**config.mk**
```make
export PLATFORM = sky130hd
export DESIGN_NAME = uart_tx_arbiter
export DESIGN_NICKNAME = d
export VERILOG_FILES = /design/src/rtl/uart_tx_arbiter.sv
export SDC_FILE = /design/constraint.sdc
export NUM_CORES = 1
export LEC_CHECK = 0
export BUFFER_PORTS_ARGS = -buffer_cell sky130_fd_sc_hd__clkbuf_2
export CAP_MARGIN = 20
export CORE_UTILIZATION = 27
export CTS_BUF_LIST = sky130_fd_sc_hd__clkbuf_8
export DETAILED_ROUTE_END_ITERATION = 12
export PLACE_DENSITY = 0.58
export SYNTH_ARGS = -nofsm -noshare
export SYNTH_HDL_FRONTEND = slang
export SYNTH_SLANG_ARGS = --single-unit
```
**constraint.sdc**
```tcl
create_clock -name i_Clock -period 4.19 [get_ports i_Clock]
set_input_delay 0.838 -clock i_Clock [delete_from_list [all_inputs] [get_ports i_Clock]]
set_output_delay 0.838 -clock i_Clock [all_outputs]
set_load 0.01 [all_outputs]
```
**src/rtl/uart_tx_arbiter.sv**
```systemverilog
// Round-robin arbiter that shares one UART transmitter between NUM_REQ byte
// sources: latches the winning byte, pulses DV, waits for done or watchdog.
module uart_tx_arbiter #(
    parameter int NUM_REQ      = 4,
    parameter int TIMEOUT_CLKS = 6000,
    parameter int GAP_CLKS     = 0
) (
    input  logic                 i_Clock,
    input  logic                 i_Rst_L,
    input  logic [NUM_REQ-1:0]   i_Req,
    input  logic [8*NUM_REQ-1:0] i_Req_Byte,
    output logic [NUM_REQ-1:0]   o_Ack,
    output logic                 o_Tx_DV,
    output logic [7:0]           o_Tx_Byte,
    input  logic                 i_Tx_Active,
    input  logic                 i_Tx_Done,
    output logic [2:0]           o_Grant_Id,
    output logic                 o_Busy,
    output logic                 o_Timeout
);

    typedef enum logic [1:0] {
        ST_IDLE      = 2'd0,
        ST_WAIT_DONE = 2'd1,
        ST_GAP       = 2'd2
    } state_t;

    localparam state_t      POST_FRAME   = (GAP_CLKS == 0) ? ST_IDLE : ST_GAP;
    localparam logic [15:0] TIMEOUT_LAST = 16'(TIMEOUT_CLKS - 1);
    localparam logic [15:0] GAP_LAST     = 16'(GAP_CLKS - 1);

    state_t               state;
    logic [2:0]           rr_ptr;
    logic [15:0]          cnt;

    logic                 sel_valid;
    logic [2:0]           sel_idx;
    logic [7:0]           sel_byte;
    logic [NUM_REQ-1:0]   sel_onehot;
    logic [2:0]           next_ptr;

    // Busy status from the transmitter is informational only; sequencing
    // relies solely on the done pulse and the watchdog.
    logic                 unused_tx_active;
    assign unused_tx_active = i_Tx_Active;

    // Rotating priority: the first requester at or after rr_ptr wins.
    always_comb begin
        // NOTE: every combinational output gets a default before any branch so
        // no path leaves it unassigned, which would infer a latch.
        sel_valid = 1'b0;
        sel_idx   = '0;
        for (int off = 0; off < NUM_REQ; off++) begin
            for (int i = 0; i < NUM_REQ; i++) begin
                if (!sel_valid && i_Req[i] &&
                    ((int'(rr_ptr) + off) % NUM_REQ) == i) begin
                    sel_valid = 1'b1;
                    sel_idx   = 3'(i);
                end
            end
        end
    end

    always_comb begin
        sel_byte   = '0;
        sel_onehot = '0;
        for (int i = 0; i < NUM_REQ; i++) begin
            if (sel_idx == 3'(i)) begin
                sel_byte      = i_Req_Byte[8*i +: 8];
                sel_onehot[i] = 1'b1;
            end
        end
    end

    assign next_ptr = (o_Grant_Id == 3'(NUM_REQ - 1)) ? 3'd0 : o_Grant_Id + 3'd1;

    // NOTE: all state and registered outputs use non-blocking assignments so
    // every register samples the pre-edge values, independent of statement order.
    always_ff @(posedge i_Clock or negedge i_Rst_L) begin
        if (!i_Rst_L) begin
            state      <= ST_IDLE;
            rr_ptr     <= '0;
            cnt        <= '0;
            o_Ack      <= '0;
            o_Tx_DV    <= 1'b0;
            o_Tx_Byte  <= '0;
            o_Grant_Id <= '0;
            o_Busy     <= 1'b0;
            o_Timeout  <= 1'b0;
        end else begin
            o_Ack     <= '0;
            o_Tx_DV   <= 1'b0;
            o_Timeout <= 1'b0;
            case (state)
                ST_IDLE: begin
                    if (sel_valid) begin
                        o_Tx_Byte  <= sel_byte;
                        o_Grant_Id <= sel_idx;
                        o_Tx_DV    <= 1'b1;
                        o_Ack      <= sel_onehot;
                        o_Busy     <= 1'b1;
                        cnt        <= '0;
                        state      <= ST_WAIT_DONE;
                    end
                end
                ST_WAIT_DONE: begin
                    // Done has priority over a watchdog expiring on the same edge.
                    if (i_Tx_Done || cnt == TIMEOUT_LAST) begin
                        o_Timeout <= !i_Tx_Done;
                        rr_ptr    <= next_ptr;
                        cnt       <= '0;
                        o_Busy    <= (POST_FRAME != ST_IDLE);
                        state     <= POST_FRAME;
                    end else begin
                        cnt <= cnt + 16'd1;
                    end
                end
                ST_GAP: begin
                    if (cnt == GAP_LAST) begin
                        cnt    <= '0;
                        o_Busy <= 1'b0;
                        state  <= ST_IDLE;
                    end else begin
                        cnt <= cnt + 16'd1;
                    end
                end
                default: begin
                    cnt    <= '0;
                    o_Busy <= 1'b0;
                    state  <= ST_IDLE;
                end
            endcase
        end
    end

endmodule
```
### After elaboration in Yosys (flattened, before gate mapping)

Index checks and enable logic that the tools add are counted.

* register bits: 38
* bits in latches: 0
* bits in writable memories: 0
* memory bits (read-only): 0
* output and inout bits: 18
* logic and storage cells: 158
* memories kept: 0

* add/subtract/negate cells: 5
* $mul: 0
* divide/modulo/power cells: 0
* magnitude comparators: 0
* equality and inequality tests: 23
* shifts and indexed selects: 0
* multiplexer cells: 58
* bitwise operators: 3
* reduce and logical (&&, ||, !) cells: 60

Operators with widths (number)
* $logic_not A32 Y1: 4
* $mux W16: 3
* $pmux W16 S3: 1
* $mux W3: 14
* $mux W8: 4
* $logic_and A1 B1 Y1: 31
* $mux W1: 28
* $eq A3 B2 Y1 const B: 6
* $eq A3 B3 Y1 const B: 6
* $add A16 B1 Y16 const B: 1
* $eq A16 B13 Y1 const B: 1
* $eq A16 B16 Y1 const B: 1
* $logic_not A1 Y1: 16
* $mux W2: 4
* $mux W4: 2
* $eq A2 B2 Y1 const B: 3
* $ne A2 B2 Y1 const B: 3
* $pmux W2 S3: 1
* $reduce_or A2 Y1: 3
* $add A2 B1 Y2 const B: 2
* $add A2 B2 Y2 const B: 2
* $eq A2 B1 Y1 const B: 2
* $reduce_and A2 Y1: 2
* $and A1 B1 Y1 const A: 3
* 6 further kinds: 6

### Depth between registers and ports, before layout

Gate-level depths: netlist of the first run.

* depth after elaboration: 68
* depth in mapped cells: 8

### Worst setup path before layout of the first run

Ideal clock, no wire load.

* path type: in2reg
* start: input i_Req[3]
* end: register o_Tx_Byte[4]
* arrival: 1982 ps
* setup slack: 2081 ps
* stages: 8
* buffers on the path: 2
* cells stage by stage: nor4_1 or2_2 buf_2 inv_1 buf_2 nand2_1 a2bb2oi_1 o31ai_1

* cells in the longest elaborated chain, start to end: 56
* elaborated cells on any way between the ends: 73

Ends and longest elaborated chain
* start: declaration: RTL line 10 `input logic [NUM_REQ-1:0] i_Req,`
* $logic_and A1 B1 Y1 (2 in a row): RTL line 55 `if (!sel_valid && i_Req[i] &&`
* $mux W1: RTL line 55
* $logic_not A1 Y1: RTL line 55
* $logic_and A1 B1 Y1 (2 in a row): RTL line 55
* $mux W1: RTL line 55
* $logic_not A1 Y1: RTL line 55
* $logic_and A1 B1 Y1 (2 in a row): RTL line 55
* $mux W1: RTL line 55
* [... 32 more ...]
* $logic_not A1 Y1: RTL line 55
* $logic_and A1 B1 Y1 (2 in a row): RTL line 55
* $mux W1: RTL line 55
* $logic_not A1 Y1: RTL line 55
* $logic_and A1 B1 Y1 (2 in a row): RTL line 55
* $mux W3: RTL line 55
* $logic_not A3 Y1: RTL line 68 `if (sel_idx == 3'(i)) begin`
* $mux W8 (4 in a row): RTL line 68
* end signal: assignment: RTL line 97 `o_Tx_Byte <= sel_byte;`
* end: declaration: RTL line 14 `output logic [7:0] o_Tx_Byte,`

Parallel ways exist; a longest one is shown, timed or not.
A chain may end at the register's enable or synchronous reset.

### Final worst setup path of the first run

Same ends and word-level chain as after synthesis.

==> results of run 1 <==
-- final cells by class --
type	count	area [um2]
fill	773	4790
sequential	35	876
tap	99	124
clock inverter	2	35.0
inverter	6	22.5
clock buffer	6	82.6
timing repair buffer	55	275
multi-input combinational	167	1050
-- registers in the layout (all words and copies together), names as in the netlist --
register,count
cnt,16
o_Tx_DV,1
o_Grant_Id,2
rr_ptr,2
o_Busy,1
o_Ack,4
o_Tx_Byte,8
o_Timeout,1
-- routing by layer --
| layer | part of all wire, % | global-route usage [%] | vias to the layer above |
|---|---|---|---|
| li1 | - | - | 937 |
| met4 | 1.2 | 5.13 | 0 |
| met3 | 4.8 | 3.64 | 5 |
| met5 | 0 | 0 | - |
| met2 | 47 | 20.1 | 41 |
| met1 | 47 | 18.9 | 901 |
-- placed cells by master (no fill, tap or decap), types with 2 or more instances in the layout --
cell | netlist | final
nand2b_1 | 4 | 4
and2_1 | 2 | 2
nor2b_1 | 4 | 4
nand3_1 | 12 | 12
nor3_1 | 8 | 8
a31oi_1 | 8 | 8
o22a_1 | 5 | 5
a21o_1 | 3 | 3
o21ai_0 | 10 | 10
a41oi_1 | 3 | 3
o21a_1 | 2 | 2
inv_1 | 6 | 6
mux2_4 | 2 | 2
nand2_1 | 23 | 23
nor4_1 | 5 | 5
a221o_1 | 6 | 6
a21oi_1 | 19 | 19
clkbuf_2 | 0 | 55
ha_1 | 2 | 2
and3_1 | 3 | 3
nand4_1 | 8 | 8
o31ai_1 | 8 | 8
dfrtp_1 | 35 | 35
nor2_1 | 7 | 7
o211ai_1 | 3 | 3
clkbuf_8 | 0 | 6
a2bb2oi_1 | 3 | 3
-- worst max path at each step --
stage / startpoint / end / slack (ps) / cells after the start
detailed placement: i_Req[3] / o_Tx_Byte[4] / 1570 / 7
global route: i_Req[3] / o_Tx_Byte[4] / 1650 / 7
global placement: i_Req[3] / o_Tx_Byte[7] / 1600 / 7
finish: i_Req[3] / o_Tx_Byte[4] / 1890 / 7
floorplan: i_Req[3] / o_Tx_Byte[4] / 2080 / 8
CTS: i_Req[3] / o_Tx_Byte[4] / 1860 / 7
-- stage by stage --
| stage | hold slack (ps) | utilization, % | setup slack, ps | cell area (um2) | instances |
|---|---|---|---|---|---|
| floorplan | 472 | - | 2080 | 2030 | 221 |
| detailed placement | 499 | 32.4 | 1570 | 2350 | 362 |
| finish | 509 | 34.0 | 1890 | 2460 | 370 |
| global placement | 488 | 32.4 | 1600 | 2350 | 362 |
| CTS | 516 | 34.0 | 1860 | 2460 | 370 |
| global route | 538 | 34.0 | 1650 | 2460 | 370 |
-- synth_stat cells, drive strengths merged --
master and instances:
and3 3, nand3b 1, a211oi 1, or2b 1, conb 1, nand4 8, o311ai 1, nor3 8
a31oi 8, a2bb2oi 3, a221o 6, buf 9, o211ai 3, a21oi 20, ha 2, a22o 1
and2 2, clkbuf 4, nand3 12, nor2b 4, or4b 1, o21bai 1, a41oi 3, dfrtp 35
o21ai 11, a2111oi 1, o21a 2, a21bo 1, mux2 2, o31ai 8, nand2 24, inv 6
nor2 7, a21o 4, nor4 6, nand2b 4, o22a 5, or2 1, nor3b 1
-- worst reg2reg max path: stages, from the launching register on --
cell     delay [ps]
dfrtp_1         510
or4b_4          520
nor4_4          370
a21oi_2         310
a41oi_1         330
a21oi_1          60
-- cells by family after synthesis --
family	Yosys count	share of synthesized area, %
compound gates	79	26.8
fa+ha+maj	2	1.23
buf+inv	19	5.35
flops	35	43.1
mux	2	1.48
other cells	1	0.184
simple gates	83	21.9
-- power by group --
| group | internal, mW | switching [mW] |
|---|---|---|
| registers | 0.424 | 0.0656 |
| logic | 0.231 | 0.323 |
| clock network | 0.193 | 0.129 |
| total | 0.847 | 0.518 |
==> impl_metrics.csv, run 1 <==
group,metric,value,unit
floorplan,core-area,7250,um2
worst_setup_path,crit_type,"input pin to flip-flop",
sta,worstMarginPinSlew,958,ps
detailed_routing,drt-total-wl,5200,um
min_path,min_to,"o_Tx_Byte[3]",
floorplan,row_count,31,
global_route,grt_overflow,0,
clock_network,cts_resized,0,
sta,finClkSkew,7.69,ps
worst_setup_path,cp_cell_sequence,"clkbuf_2 > nor4_1 > or2_2 > inv_1 > nand2_1 > a2bb2oi_1 > o31ai_1",
sta,post-route-period-util,54.9,%
clock_network,cts.sinks,35,
detailed_routing,dr.pass1.iters,4,
worst_setup_path,path_delay_family,"simple AND/OR/NAND/NOR gates",
global_route,grt_antenna_before_repair,0,
detailed_routing,drt_iter0_drc,122,
detailed_routing,antenna_left,0,
clock_network,cts_root_buf,"clkbuf_8",
min_path,holdCritPathClass,"flip-flop to flip-flop",
synth,syn_nets,263,
clock_network,cts_tree,"done",
pwr,leakage,1.12,nW
detailed_routing,via_count,1884,
run,timing.max_cap.violations,0,
worst_setup_path,r2r_setup_slack,1970,ps
sta,rsz0062_at_grt,"false",
worst_setup_path,reg2regPathDepth,5,
worst_setup_path,cp.required,4360,ps
floorplan,io_pins,58,
pwr,p_total,1.37,mW
synth,synth_area_leader_cell,"dfrtp_1",
worst_setup_path,crit_slowest_cell,"nor4_1",
layout,drive_above_1_share,26.6,%
clock_network,ctsHoldBuffers,0,
synth,seq_area_frac_synth,43.1,%
floorplan,start_util,28.0,%
sta,period_needed,2300,ps
floorplan,die_y,88.8,um
pwr,powerDensity,554,nW/um2
detailed_routing,via_per_inst,5.09,
synth,syn_area,2030,um2
worst_setup_path,path_max_fanout,18,
placement,dp_hpwl,3750,um
clock_network,cts_htree_levels,2,
worst_setup_path,r2r-end,"cnt[8]",
worst_setup_path,reg2reg_from,"cnt[6]",
sta,drv_slew,0,
placement,io_buffers,55,
worst_setup_path,critPathBufInv,2,
detailed_routing,drc,0,
floorplan,dieArea,7890,um2
clock_network,clk_path_buf_depth,2,
min_path,hold_depth,2,
synth,syn_area_per_cell,9.21,um2
sta,setup-violations-final,0,
layout,syn2layout_area_growth,21.2,%
layout,diodes,0,
min_path,holdCritStartpoint,"o_Tx_Byte[3]",
detailed_routing,wl_per_cell,14.0,um
worst_setup_path,startpoint_type,"input pin",
clock_network,clkTransAtPathRegs,70,ps
worst_setup_path,critPathArrivalTime,2470,ps
layout,fin_nets,312,
global_route,grt_start_max_net_pins,36,
synth,synth_cell_type_count,46,
placement,gp_congestion,0.813,
clock_network,cts_buffers,5,
floorplan,die_x,88.8,um
clock_network,clock_latency,290,ps
worst_setup_path,cpPeakStageDelay,410,ps
worst_setup_path,crit_path_end_kind,"flip-flop",
global_route,grt_pass1_wl,8180,um
pwr,ir_drop,0.189,mV
synth,netlist_instances,221,
clock_network,cts_setup_buffers,0,
sta,clock.fmax,435,MHz
synth,synth-seq-cells,35,
global_route,grt_pass1_vias,1722,
sta,fin_tns_setup,0,ps
synth,synth_area_leaders,"dfrtp_1 (43%), a21oi_1 (4.7%), nand2_1 (4.2%)",
global_route,grt_use_total,13.6,%
synth,yosysWarnings,0,
sta,max-slew-margin-rel,36.1,%
sta,hold_viol,0,
run_status,status,"completed",
synth,yosysTopAreaCellShare,43.1,%
Power figures use the tool's default switching activity.
==> run 2, diff against run 1 <==
- clock period: 4.19 -> 2.34 ns (I/O delays scaled with it)
==> run 2 against run 1 <==
Against the previous run: non-clock buffer count grew 6; clock skew increased by 1.4 ps; register-to-register slack worse by 1700 ps; sequential share of layout area decreased by 1.0 points; setup slack got worse by 1700 ps; wire length decreased by 1.0%; design area grew 2.9%; die area did not move; highest routed layer unchanged.
==> impl_metrics.csv, run 2 (same netlist as run 1, synthesis figures left out) <==
group,metric,value,unit
global_route,grt_antenna_before_repair,0,
layout,seqCellArea,876,um2
sta,layout_setup_ws,224,ps
global_route,grt.met1_usage,19.3,%
sta,rsz0062_at_grt,"false",
detailed_routing,via_count,1903,
worst_setup_path,crit_end,"cnt[11]",
floorplan,core-area,7250,um2
global_route,grt_pass1_wl,8140,um
clock_network,cts_tree,"done",
clock_network,clk_path_buf_depth,2,
clock_network,cts.sinks,35,
placement,placed_area,2390,um2
worst_setup_path,path_delay_family,"simple AND/OR/NAND/NOR gates",
global_route,globalRouteMet3Util,3.17,%
placement,numPlacedInstances,368,
sta,setup-violations-final,0,
placement,dp_hpwl,3770,um
pwr,ir_drop,0.375,mV
worst_setup_path,startpoint_type,"flip-flop",
floorplan,die_x,88.8,um
worst_setup_path,crit_type,"flip-flop to flip-flop",
clock_network,cts_root_buf,"clkbuf_8",
worst_setup_path,cp_num_cells,5,
layout,largest_reg_flops,16,
worst_setup_path,r2r_setup_slack,220,ps
worst_setup_path,critPathBufInv,0,
layout,syn2layout_area_growth,24.7,%
clock_network,cts_htree_levels,2,
min_path,holdCritPathClass,"input pin to async pin",
layout,drive_above_1_share,28.2,%
detailed_routing,drc,0,
global_route,grt-busiest-layer,"met2",
sta,fin_tns_setup,0,ps
worst_setup_path,cpPeakStageDelay,570,ps
floorplan,io_pins,58,
sta,finalHoldWorstSlack,193,ps
layout,stdcell_count,376,
run_status,status,"completed",
detailed_routing,wl_per_cell,13.7,um
detailed_routing,drt-total-wl,5140,um
layout,layout_common_cells,"clkbuf_2 (55), dfrtp_1 (35), nand2_1 (23)",
floorplan,dieArea,7890,um2
layout,final_common_cell,"clkbuf_2",
global_route,grt_start_max_net_pins,36,
placement,post-place-ws,174,ps
global_route,grt_pass1_vias,1692,
clock_network,clock_latency,290,ps
worst_setup_path,reg2reg_from,"cnt[11]",
sta,post-route-period-util,90.4,%
run,timing.max_cap.violations,0,
worst_setup_path,cp.required,2530,ps
worst_setup_path,crit_start,"cnt[11]",
detailed_routing,dr.pass1.iters,4,
layout,nFillCells,770,
layout,multiInputGateArea,1060,um2
worst_setup_path,path_max_fanout,23,
worst_setup_path,crit_slowest_cell,"or4b_4",
sta,period_needed,2120,ps
clock_network,cts_buffers,5,
layout,top_regs,"cnt (16), o_Tx_Byte (8), o_Ack (4)",
placement,gp_congestion,0.812,
sta,finClkSkew,9.07,ps
worst_setup_path,cp_cell_sequence,"or4b_4 > nor4_4 > a21oi_4 > nand3b_1 > a21bo_2",
worst_setup_path,r2r-end,"cnt[11]",
detailed_routing,antenna_left,0,
layout,max_flop_register,"cnt",
worst_setup_path,critPathArrivalTime,2310,ps
clock_network,cts_setup_buffers,0,
sta,worstMarginPinSlew,628,ps
pwr,p_total,2.55,mW
pwr,powerDensity,1010,nW/um2
global_route,grt_use_total,13.5,%
detailed_routing,via_per_inst,5.06,
pwr,leakage,1.16,nW
floorplan,row_count,31,
layout,utilization,35.0,%
worst_setup_path,crit_path_end_kind,"flip-flop",
layout,fin_nets,318,
placement,io_buffers,55,
floorplan,die_y,88.8,um
clock_network,clkTransAtPathRegs,80,ps
sta,drv_slew,0,
global_route,grt_overflow,0,
sta,hold_viol,0,
layout,diodes,0,
global_route,met2_usage,19.9,%
detailed_routing,drt_iter0_drc,99,
worst_setup_path,reg2regPathDepth,5,
floorplan,start_util,28.0,%
sta,max-slew-margin-rel,58.0,%
layout,design_area,2540,um2
sta,clock.fmax,473,MHz
run 2: cell count changes in the layout (fill, tap and decap cells not counted):
cell,delta
a21oi_2,-1
a21oi_4,+1
buf_4,+6
bufinv_16,+1
clkbuf_8,-1
clkinv_2,-1
clkinvlp_4,+1
run 2: timing repair:
action / in CTS / in global routing
gates resized for setup: 0 / 1
hold buffers: 0 / 0
setup endpoints to repair: 0 / 3
run 2: how the worst min path moves through the flow:
stage                     slack [ps]          from  depth (start not counted)      endpoint
after floorplan                  170       i_Rst_L                          0        cnt[0]
after global placement           490  o_Tx_Byte[0]                          1  o_Tx_Byte[0]
after detailed placement         490  o_Tx_Byte[7]                          2  o_Tx_Byte[7]
after CTS                        220       i_Rst_L                          2       o_Tx_DV
after global routing             240       i_Rst_L                          2  o_Tx_Byte[3]
final                            190       i_Rst_L                          2       o_Tx_DV
run 2: report_power, final:
| group | internal, mW | total (mW) | switching, mW |
|---|---|---|---|
| Combinational | 0.435 | 1.01 | 0.579 |
| Clock | 0.425 | 0.661 | 0.236 |
| Sequential | 0.759 | 0.877 | 0.118 |
run 2: layout make-up:
class	count	share of cell area, %
well taps	99	4.88
repair buffers	61	12.6
inverters	6	0.888
clock buffers	5	2.71
flip-flops and latches	35	34.5
clock inverters	3	2.66
multi-input cells	167	41.7
run 2: per-layer routing:
layer	part of all wire (%)	vias up	wire, um
li1	-	950	-
met1	47	906	2390
met2	48	42	2450
met3	4.5	5	233
met4	1.2	0	64
met5	0	-	0
